**src/rtl/control_sequencer.sv**
```systemverilog
// Hardwired Moore control unit for the single-bus Mini-SRC datapath.
// Runs fetch T0-T2, then decodes IR[31:27] and sequences ld/ldi/st/add/nop/halt.
//
//   state | meaning
//   ------+---------------------------------------------------------------
//   IDLE  | waiting for Start (with Stop low); all strobes low
//   T0    | fetch: PCout, MARin, IncPC
//   T1    | fetch: Read, MDRin
//   T2    | fetch: MDRout, IRin (IR loads on the edge leaving T2)
//   T3    | decode live IR; first execute step (nop/halt/illegal end here)
//   T4    | execute step 2
//   T5    | execute step 3 (ldi/add end here)
//   T6    | execute step 4
//   T7    | execute step 5 (ld/st end here)
//   HALT  | stopped by halt or an illegal opcode; Run low
module control_sequencer #(
    parameter logic [4:0] OP_LD   = 5'b00000,
    parameter logic [4:0] OP_LDI  = 5'b00001,
    parameter logic [4:0] OP_ST   = 5'b00010,
    parameter logic [4:0] OP_ADD  = 5'b00011,
    parameter logic [4:0] OP_NOP  = 5'b11010,
    parameter logic [4:0] OP_HALT = 5'b11011
) (
    input  logic        clk,
    input  logic        clr,
    input  logic        Start,
    input  logic        Stop,
    input  logic [31:0] IR,
    output logic        PCout,
    output logic        MARin,
    output logic        IncPC,
    output logic        PCin,
    output logic        Read,
    output logic        Write,
    output logic        MDRin,
    output logic        MDRout,
    output logic        IRin,
    output logic        Zin,
    output logic        Zlowout,
    output logic        Zhighout,
    output logic        Yin,
    output logic        ADD,
    output logic        BAout,
    output logic        Rin,
    output logic        Rout,
    output logic        Cout,
    output logic        Gra,
    output logic        Grb,
    output logic        Grc,
    output logic        Run,
    output logic        Illegal,
    output logic [3:0]  state
);

    typedef enum logic [3:0] {
        S_IDLE = 4'd0,
        S_T0   = 4'd1,
        S_T1   = 4'd2,
        S_T2   = 4'd3,
        S_T3   = 4'd4,
        S_T4   = 4'd5,
        S_T5   = 4'd6,
        S_T6   = 4'd7,
        S_T7   = 4'd8,
        S_HALT = 4'd15
    } state_t;

    state_t     cur_state;
    state_t     nxt_state;
    state_t     boundary_state;
    logic       stop_pending;
    logic       illegal_q;
    logic       in_t_state;
    logic [4:0] opcode;
    logic       op_ld;
    logic       op_ldi;
    logic       op_st;
    logic       op_add;
    logic       op_nop;
    logic       op_halt;
    logic       op_legal;
    logic       unused_ir;

    assign opcode    = IR[31:27];
    assign unused_ir = ^IR[26:0];

    assign op_ld    = (opcode == OP_LD);
    assign op_ldi   = (opcode == OP_LDI);
    assign op_st    = (opcode == OP_ST);
    assign op_add   = (opcode == OP_ADD);
    assign op_nop   = (opcode == OP_NOP);
    assign op_halt  = (opcode == OP_HALT);
    assign op_legal = op_ld | op_ldi | op_st | op_add | op_nop | op_halt;

    assign in_t_state = (cur_state >= S_T0) && (cur_state <= S_T7);

    // A stop request seen anywhere in the instruction takes effect at its last step.
    assign boundary_state = (stop_pending || Stop) ? S_IDLE : S_T0;

    assign state   = cur_state;
    assign Illegal = illegal_q;

    always_ff @(posedge clk or posedge clr) begin
        if (clr) begin
            cur_state <= S_IDLE;
        end else begin
            cur_state <= nxt_state;
        end
    end

    always_ff @(posedge clk or posedge clr) begin
        if (clr) begin
            stop_pending <= 1'b0;
            illegal_q    <= 1'b0;
        end else begin
            if (nxt_state == S_IDLE) begin
                stop_pending <= 1'b0;
            end else if (in_t_state && Stop) begin
                stop_pending <= 1'b1;
            end
            if (cur_state == S_T3 && !op_legal) begin
                illegal_q <= 1'b1;
            end
        end
    end

    always_comb begin
        nxt_state = cur_state;
        case (cur_state)
            S_IDLE: begin
                if (Start && !Stop) nxt_state = S_T0;
            end
            S_T0: nxt_state = S_T1;
            S_T1: nxt_state = S_T2;
            S_T2: nxt_state = S_T3;
            S_T3: begin
                if (op_ld || op_st || op_ldi || op_add) nxt_state = S_T4;
                else if (op_nop)                       nxt_state = boundary_state;
                else                                   nxt_state = S_HALT;
            end
            S_T4: nxt_state = S_T5;
            S_T5: begin
                if (op_ld || op_st) nxt_state = S_T6;
                else                nxt_state = boundary_state;
            end
            S_T6: nxt_state = S_T7;
            S_T7: nxt_state = boundary_state;
            S_HALT: begin
                if (Start && !Stop && !illegal_q) nxt_state = S_T0;
            end
            default: nxt_state = S_IDLE;
        endcase
    end

    always_comb begin
        PCout    = 1'b0;
        MARin    = 1'b0;
        IncPC    = 1'b0;
        PCin     = 1'b0;
        Read     = 1'b0;
        Write    = 1'b0;
        MDRin    = 1'b0;
        MDRout   = 1'b0;
        IRin     = 1'b0;
        Zin      = 1'b0;
        Zlowout  = 1'b0;
        Zhighout = 1'b0;
        Yin      = 1'b0;
        ADD      = 1'b0;
        BAout    = 1'b0;
        Rin      = 1'b0;
        Rout     = 1'b0;
        Cout     = 1'b0;
        Gra      = 1'b0;
        Grb      = 1'b0;
        Grc      = 1'b0;
        Run      = in_t_state;
        case (cur_state)
            S_T0: begin
                PCout = 1'b1;
                MARin = 1'b1;
                IncPC = 1'b1;
            end
            S_T1: begin
                Read  = 1'b1;
                MDRin = 1'b1;
            end
            S_T2: begin
                MDRout = 1'b1;
                IRin   = 1'b1;
            end
            S_T3: begin
                if (op_ld || op_st || op_ldi) begin
                    Grb   = 1'b1;
                    BAout = 1'b1;
                    Yin   = 1'b1;
                end else if (op_add) begin
                    Grb  = 1'b1;
                    Rout = 1'b1;
                    Yin  = 1'b1;
                end
            end
            S_T4: begin
                if (op_ld || op_st || op_ldi) begin
                    Cout = 1'b1;
                    ADD  = 1'b1;
                    Zin  = 1'b1;
                end else if (op_add) begin
                    Grc  = 1'b1;
                    Rout = 1'b1;
                    ADD  = 1'b1;
                    Zin  = 1'b1;
                end
            end
            S_T5: begin
                if (op_ld || op_st) begin
                    Zlowout = 1'b1;
                    MARin   = 1'b1;
                end else if (op_ldi || op_add) begin
                    Zlowout = 1'b1;
                    Gra     = 1'b1;
                    Rin     = 1'b1;
                end
            end
            S_T6: begin
                if (op_ld) begin
                    Read  = 1'b1;
                    MDRin = 1'b1;
                end else if (op_st) begin
                    // Store data goes bus -> MDR, so Read stays low here.
                    Gra   = 1'b1;
                    BAout = 1'b1;
                    MDRin = 1'b1;
                end
            end
            S_T7: begin
                if (op_ld) begin
                    MDRout = 1'b1;
                    Gra    = 1'b1;
                    Rin    = 1'b1;
                end else if (op_st) begin
                    MDRout = 1'b1;
                    Write  = 1'b1;
                end
            end
            default: begin
            end
        endcase
    end

endmodule

```
**config.mk**
```make
export PLATFORM = sky130hd
export DESIGN_NAME = control_sequencer
export DESIGN_NICKNAME = d
export VERILOG_FILES = /design/src/rtl/control_sequencer.sv
export SDC_FILE = /design/constraint.sdc
export NUM_CORES = 1
export LEC_CHECK = 0
export ABC_AREA = 1
export ABC_CLOCK_PERIOD_IN_PS = 3300
export CORE_MARGIN = 2
export CORE_UTILIZATION = 31
export CTS_CLUSTER_SIZE = 20
export DETAILED_ROUTE_END_ITERATION = 6
export PLACE_DENSITY = 0.84
export SLEW_MARGIN = 0
export SYNTH_ARGS = -nofsm -noshare
export SYNTH_HDL_FRONTEND = slang
export SYNTH_SLANG_ARGS = --single-unit
```
**constraint.sdc**
```tcl
create_clock -name clk -period 3.3 [get_ports clk]
set_input_delay 0.33 -clock clk [delete_from_list [all_inputs] [get_ports clk]]
set_output_delay 0.33 -clock clk [all_outputs]
set_load 0.005 [all_outputs]
```
==> flow_metrics.tcl, run 1 <==
set metrics [dict create \
    outcome "finished, final reports clean" \
    layout-area-overhead-vs-synth_pct 55.5 \
    finalWorstSetupSlack_ps 893 \
    final_setup_skew_ps 1.05 \
    power-per-cell-area_nw_per_um2 606 \
    post_synth_inst_count 119 \
    drc 0 \
    core_area_um2 1940 \
    timing.critical_path.buf_inv 2 \
    final.setup.tns_ps 0 \
    worst_ep_arrival_time_ps 2080 \
    die_w_um 49.3 \
    clk_pin_slew_worst_paths_ps 40 \
    ir_drop_worst_case_vdd_mv 0.342 \
    total_power_mw 0.599 \
    report.final.slew_viol_count 0 \
    count_of_buffers_from_port_buffering 33 \
    grt_setup_unrepaired "no" \
    timing.final.hold_violations 0 \
    avg_cell_area_syn_um2 5.34 \
    hold_class "primary input to async pin" \
    clock_tree.htree_level_count 1 \
    hold-worst-slack_ps 311 \
    cts-buffers-inserted 3 \
    tritoncts "built" \
    pre_cts_ws_ps 896 \
    seq_area_frac_synth 0.236 \
    fraction_of_layout_instances_using_a_drive_strength_above_1 0.0331 \
    final-instance-count-excl-fill 178 \
    fmax_mhz 415 \
    synth_seq_cells 6 \
    wl_per_cell_um 10.2 \
    ctsHoldBuffers 0 \
    detail_route.first_pass.iterations 6 \
    yosys_cell_types 14 \
    vias_in_the_first_global_route 732 \
    setup_crit_path_kind "primary input to output pin" \
    initial_core_util 0.327 \
    drt.antenna.violating_nets 0 \
    yosys_warnings 0 \
    clock_latency_ps 230 \
    grt_first_pass_wirelength_mm 2.98 \
    chipHeight_um 49.3 \
    std_cell_rows 16 \
    top_level_ports 63 \
    vias_per_cell 4.58 \
    final_common_cell "clkdlybuf4s50_1" \
    die_area_um2 2430 \
    post_route_clock_period_utilization 0.729 \
    min_period_ps 2410 \
    crit_slowest_cell "clkdlybuf4s50_1" \
    place_inst 175 \
    critical_path.startpoint_type "primary input" \
    num_antenna_cells 0 \
    timing.critical_path.mode_cell "nand2_1" \
    cts_max_path_buffers 2 \
    worst_ep_required_time_ps 2970 \
    cp_slowest_stage_delay_ps 490 \
    cellLeakagePower_nw 0.516 \
    clk_root_buffer_cell "clkbuf_4" \
    path_delay_family "buffers and inverters" \
    total_wire_length_mm 1.81 \
    num-fill-cells 205 \
    dr_total_vias 816 \
    setup_violations 0 \
    grt_antenna_before_repair 0 \
    post_cts_resize_count 0 \
    crit_path_max_fanout 5 \
    finalWeightedCongestion 0.868 \
    cap_viol_max_count 0 \
    tritoncts_num_sinks 6 \
    worstSetupEndpointType "output pin" \
    place_hpwl_mm 1.56 \
    critical_path.cell_chain "clkdlybuf4s50_1 -> nor2_2 -> nand2_1 -> nor3_1 -> nand2_1 -> nand2_1 -> clkdlybuf4s50_1" \
    global_route.usage.total 0.156 \
    globalRouteOverflowTotal 0 \
    synth.cell_area_um2 636 \
    detailedRoute.firstIterationViolations 30 \
    grt_max_degree 9 \
    post_cts_buffers 0 \
    mostFrequentLayoutCells "clkdlybuf4s50_1, nand2_1, nor2_1" \
    nets 189 \
]
[registers in the layout, indices dropped and copies added, names as in the netlist]
register      cells
stop_pending      1
Illegal           1
state             4
[power by group]
| group | switching, mW | internal, mW | leakage (nW) | total, mW |
|---|---|---|---|---|
| sequential | 0.0367 | 0.101 | 0.0727 | 0.137 |
| combinational | 0.206 | 0.192 | 0.429 | 0.398 |
| clock | 0.0226 | 0.0409 | 0.0138 | 0.0635 |
| total | 0.265 | 0.334 | 0.516 | 0.599 |
[logic make-up after synthesis]
logic type / after synthesis / synth area share
and+or+nand+nor: 76 / 0.502
DFF: 6 / 0.236
other: 1 / 0.00590
AOI/OAI and AO/OA: 7 / 0.0551
buffers and inverters: 29 / 0.201
[final cells by class]
type | count | area [um2] | share of cell area
multi-input combinational | 85 | 362 | 0.366
timing repair buffer | 33 | 330 | 0.334
inverter | 24 | 90.1 | 0.0911
sequential | 6 | 150 | 0.152
clock buffer | 3 | 22.5 | 0.0228
tap | 27 | 33.8 | 0.0342
[synthesized netlist by cell type]
cell      number  area share
nor4_1         1      0.0098
nor2_2         1      0.0098
nand2_1       31        0.18
nand4_1        2       0.020
nand3_1       10       0.079
conb_1         1      0.0059
nand3b_1       1       0.012
inv_1         24        0.14
o21ai_0        7       0.055
nor3_1         4       0.031
nand2_2        1      0.0098
buf_4          5       0.059
nor2_1        25        0.15
dfrtp_1        6        0.24
[final timing paths]
path	from	endpoint	slack, ps	cells after the start
worst min-delay path	clr	state[2]$_DFF_PP0_	310	2
worst min register to register	Illegal$_DFFE_PP0P_	Illegal$_DFFE_PP0P_	500	2
max in group asynchronous	clr	stop_pending$_DFFE_PP0P_	2800	2
worst max-delay path	IR[29]	BAout	890	7
worst max register to register	state[1]$_DFF_PP0_	stop_pending$_DFFE_PP0P_	1860	10
min in group clk	Illegal$_DFFE_PP0P_	Illegal$_DFFE_PP0P_	500	2
[metrics by stage]
step,utilization,instance area (um2)
after global routing,0.509,988
final,0.509,988
after detailed placement,0.497,966
after floorplan,-,639
after CTS,0.509,988
after global placement,0.497,966
[layer usage]
metal  up-vias  wire, um  track usage
li1        422         -            -
met1       355       688        0.163
met2        37       990        0.297
met3         2       123       0.0184
met4         0         8       0.0857
met5         -         0            0
Power figures use the tool's default switching activity.
==> run 2: changes to the inputs <==
--- a/config.mk
+++ b/config.mk
@@ -6,12 +6,12 @@
 export NUM_CORES = 1
 export LEC_CHECK = 0
 export ABC_AREA = 1
-export ABC_CLOCK_PERIOD_IN_PS = 3300
+export ABC_CLOCK_PERIOD_IN_PS = 2500
 export CORE_MARGIN = 2
-export CORE_UTILIZATION = 31
+export CORE_UTILIZATION = 29
 export CTS_CLUSTER_SIZE = 20
 export DETAILED_ROUTE_END_ITERATION = 6
-export PLACE_DENSITY = 0.84
+export PLACE_DENSITY = 0.79
 export SLEW_MARGIN = 0
 export SYNTH_ARGS = -nofsm -noshare
 export SYNTH_HDL_FRONTEND = slang
==> constraint.sdc (replaced) <==
create_clock -name clk -period 2.5 [get_ports clk]
set_input_delay 0.25 -clock clk [delete_from_list [all_inputs] [get_ports clk]]
set_output_delay 0.25 -clock clk [all_outputs]
set_load 0.005 [all_outputs]
==> run 2 against run 1 <==
  * Critical path depth is the same
  * Via count shrank 0.25%
  * Die area grew 6.3%
  * Total power rose by 32%
  * Flip-flop and latch count did not move
  * Core utilization shrank 2.0 points
  * Largest cell class unchanged
==> flow_metrics.tcl, run 2 (synthesis gave the netlist of run 1 again) <==
set metrics [dict create \
    final_setup_skew_ps 0.510 \
    share_clk_of_total_power 0.107 \
    critical_path.cell_chain "clkdlybuf4s50_1 -> nor2_2 -> nand2_1 -> nor3_1 -> nand2_1 -> nand2_1 -> clkdlybuf4s50_1" \
    worst_ep_arrival_time_ps 2020 \
    clk_root_buffer_cell "clkbuf_4" \
    ff2ff_path_depth 7 \
    crit_slowest_cell "clkdlybuf4s50_1" \
    vias_in_the_first_global_route 698 \
    ir_drop_worst_case_vdd_mv 0.442 \
    total_power_mw 0.789 \
    detailedRoute.firstIterationViolations 13 \
    rr_startpoint "state[0]$_DFF_PP0_" \
    power.switching_fraction 0.442 \
    worstSetupEndpointType "output pin" \
    report.final.slew_viol_count 0 \
    grt_setup_unrepaired "no" \
    final_common_cell "clkdlybuf4s50_1" \
    critical_path.startpoint_type "primary input" \
    grt_antenna_before_repair 0 \
    drc 0 \
    initial_core_util 0.314 \
    crit_path_max_fanout 5 \
    fraction_of_layout_instances_using_a_drive_strength_above_1 0.0331 \
    worst_ep_required_time_ps 2250 \
    hold_class "primary input to async pin" \
    core_area_um2 2020 \
    final.setup.tns_ps 0 \
    cap_viol_max_count 0 \
    power_report.internal_total_mw 0.440 \
    grt_max_degree 9 \
    clock_tree.htree_level_count 1 \
    clk_pin_slew_worst_paths_ps 40 \
    timing.final.hold_violations 0 \
    total_wire_length_mm 1.73 \
    chipHeight_um 50.8 \
    layout-area-overhead-vs-synth_pct 55.5 \
    setup_crit_path_kind "primary input to output pin" \
    cp_slowest_stage_delay_ps 500 \
    vias_per_cell 4.57 \
    grt_first_pass_wirelength_mm 2.79 \
    wl_per_cell_um 9.72 \
    tritoncts "built" \
    tritoncts_num_sinks 6 \
    detail_route.first_pass.iterations 4 \
    largest_register_ffs 4 \
    count_of_buffers_from_port_buffering 33 \
    ctsHoldBuffers 0 \
    std_cell_rows 16 \
    nets 189 \
    fmax_mhz 441 \
    seq_power_share 0.237 \
    post_cts_resize_count 0 \
    power.net_switching_mw 0.349 \
    finalWeightedCongestion 0.813 \
    die_w_um 50.8 \
    timing.critical_path.mode_cell "nand2_1" \
    num_antenna_cells 0 \
    top_level_ports 63 \
    global_route.usage.total 0.143 \
    place_hpwl_mm 1.51 \
    dr_total_vias 814 \
    cellLeakagePower_nw 0.516 \
    power-per-cell-area_nw_per_um2 798 \
    power.share.combinational 0.657 \
    outcome "finished, final reports clean" \
    setup_violations 0 \
    cts_max_path_buffers 2 \
    post_cts_buffers 0 \
    globalRouteOverflowTotal 0 \
    mostFrequentLayoutCells "clkdlybuf4s50_1, nand2_1, nor2_1" \
    crit_start "IR[29]" \
    clock_latency_ps 240 \
    die_area_um2 2580 \
    drt.antenna.violating_nets 0 \
    cts-buffers-inserted 3 \
    post_route_clock_period_utilization 0.907 \
    min_period_ps 2270 \
]
[run 2: cell counts in the layout (fill, tap and decap cells not counted)]
Identical to the previous run, type by type.
[run 2: worst max-delay path: cells and delay by family]
| kind | cells | cell delay [ps] |
|---|---|---|
| AND/OR/NAND/NOR | 5 | 810 |
| buffers and inverters | 2 | 950 |
[run 2: power groups by stage]
stage	Clock, mW	Sequential [mW]	Combinational (mW)
3_5_place_dp	0	0.184	0.521
5_1_grt	0.0994	0.191	0.583
3_3_place_gp	0	0.182	0.510
4_1_cts	0.0882	0.183	0.524
2_1_floorplan	0	0.174	0.287
6_report	0.0843	0.187	0.518
[run 2: final cells by class]
| cell class | instances | area, um2 |
|---|---|---|
| Inverter | 24 | 90.1 |
| Timing Repair Buffer | 33 | 330 |
| Fill cell | 224 | 1030 |
| Sequential cell | 6 | 150 |
| Multi-Input combinational cell | 85 | 362 |
| Tap cell | 27 | 33.8 |
| Clock buffer | 3 | 22.5 |
[run 2: per-layer routing]
layer  up-vias  GRT usage  share of wire
li1        419          -              -
met1       343      0.166           0.43
met2        48      0.246           0.46
met3         4     0.0263          0.090
met4         0     0.0811          0.017
met5         -          0              0
[run 2: worst paths after layout]
check                                           endpoint  slack [ps]
worst min-delay path            stop_pending$_DFFE_PP0P_         220
min in group clk                     Illegal$_DFFE_PP0P_         490
worst max register to register  stop_pending$_DFFE_PP0P_        1040
max in group asynchronous             state[1]$_DFF_PP0_        2100
worst max-delay path                               BAout         230
worst min register to register       Illegal$_DFFE_PP0P_         490
[run 2: stage by stage]
stage	instances	util	hold WS, ps	instance area (um2)	setup slack (ps)
floorplan	120	-	41.0	639	1120
global placement	175	0.478	467	966	267
detailed placement	175	0.478	476	966	216
CTS	178	0.489	218	988	208
global route	178	0.489	226	988	24.7
finish	178	0.489	216	988	231
==> run 3: changes to the inputs <==
--- a/config.mk
+++ b/config.mk
@@ -6,7 +6,6 @@
 export NUM_CORES = 1
 export LEC_CHECK = 0
 export ABC_AREA = 1
-export ABC_CLOCK_PERIOD_IN_PS = 2500
 export CORE_MARGIN = 2
 export CORE_UTILIZATION = 29
 export CTS_CLUSTER_SIZE = 20
==> results of run 3 <==
The final DEF is identical to that of run 2; final timing and power are the same.
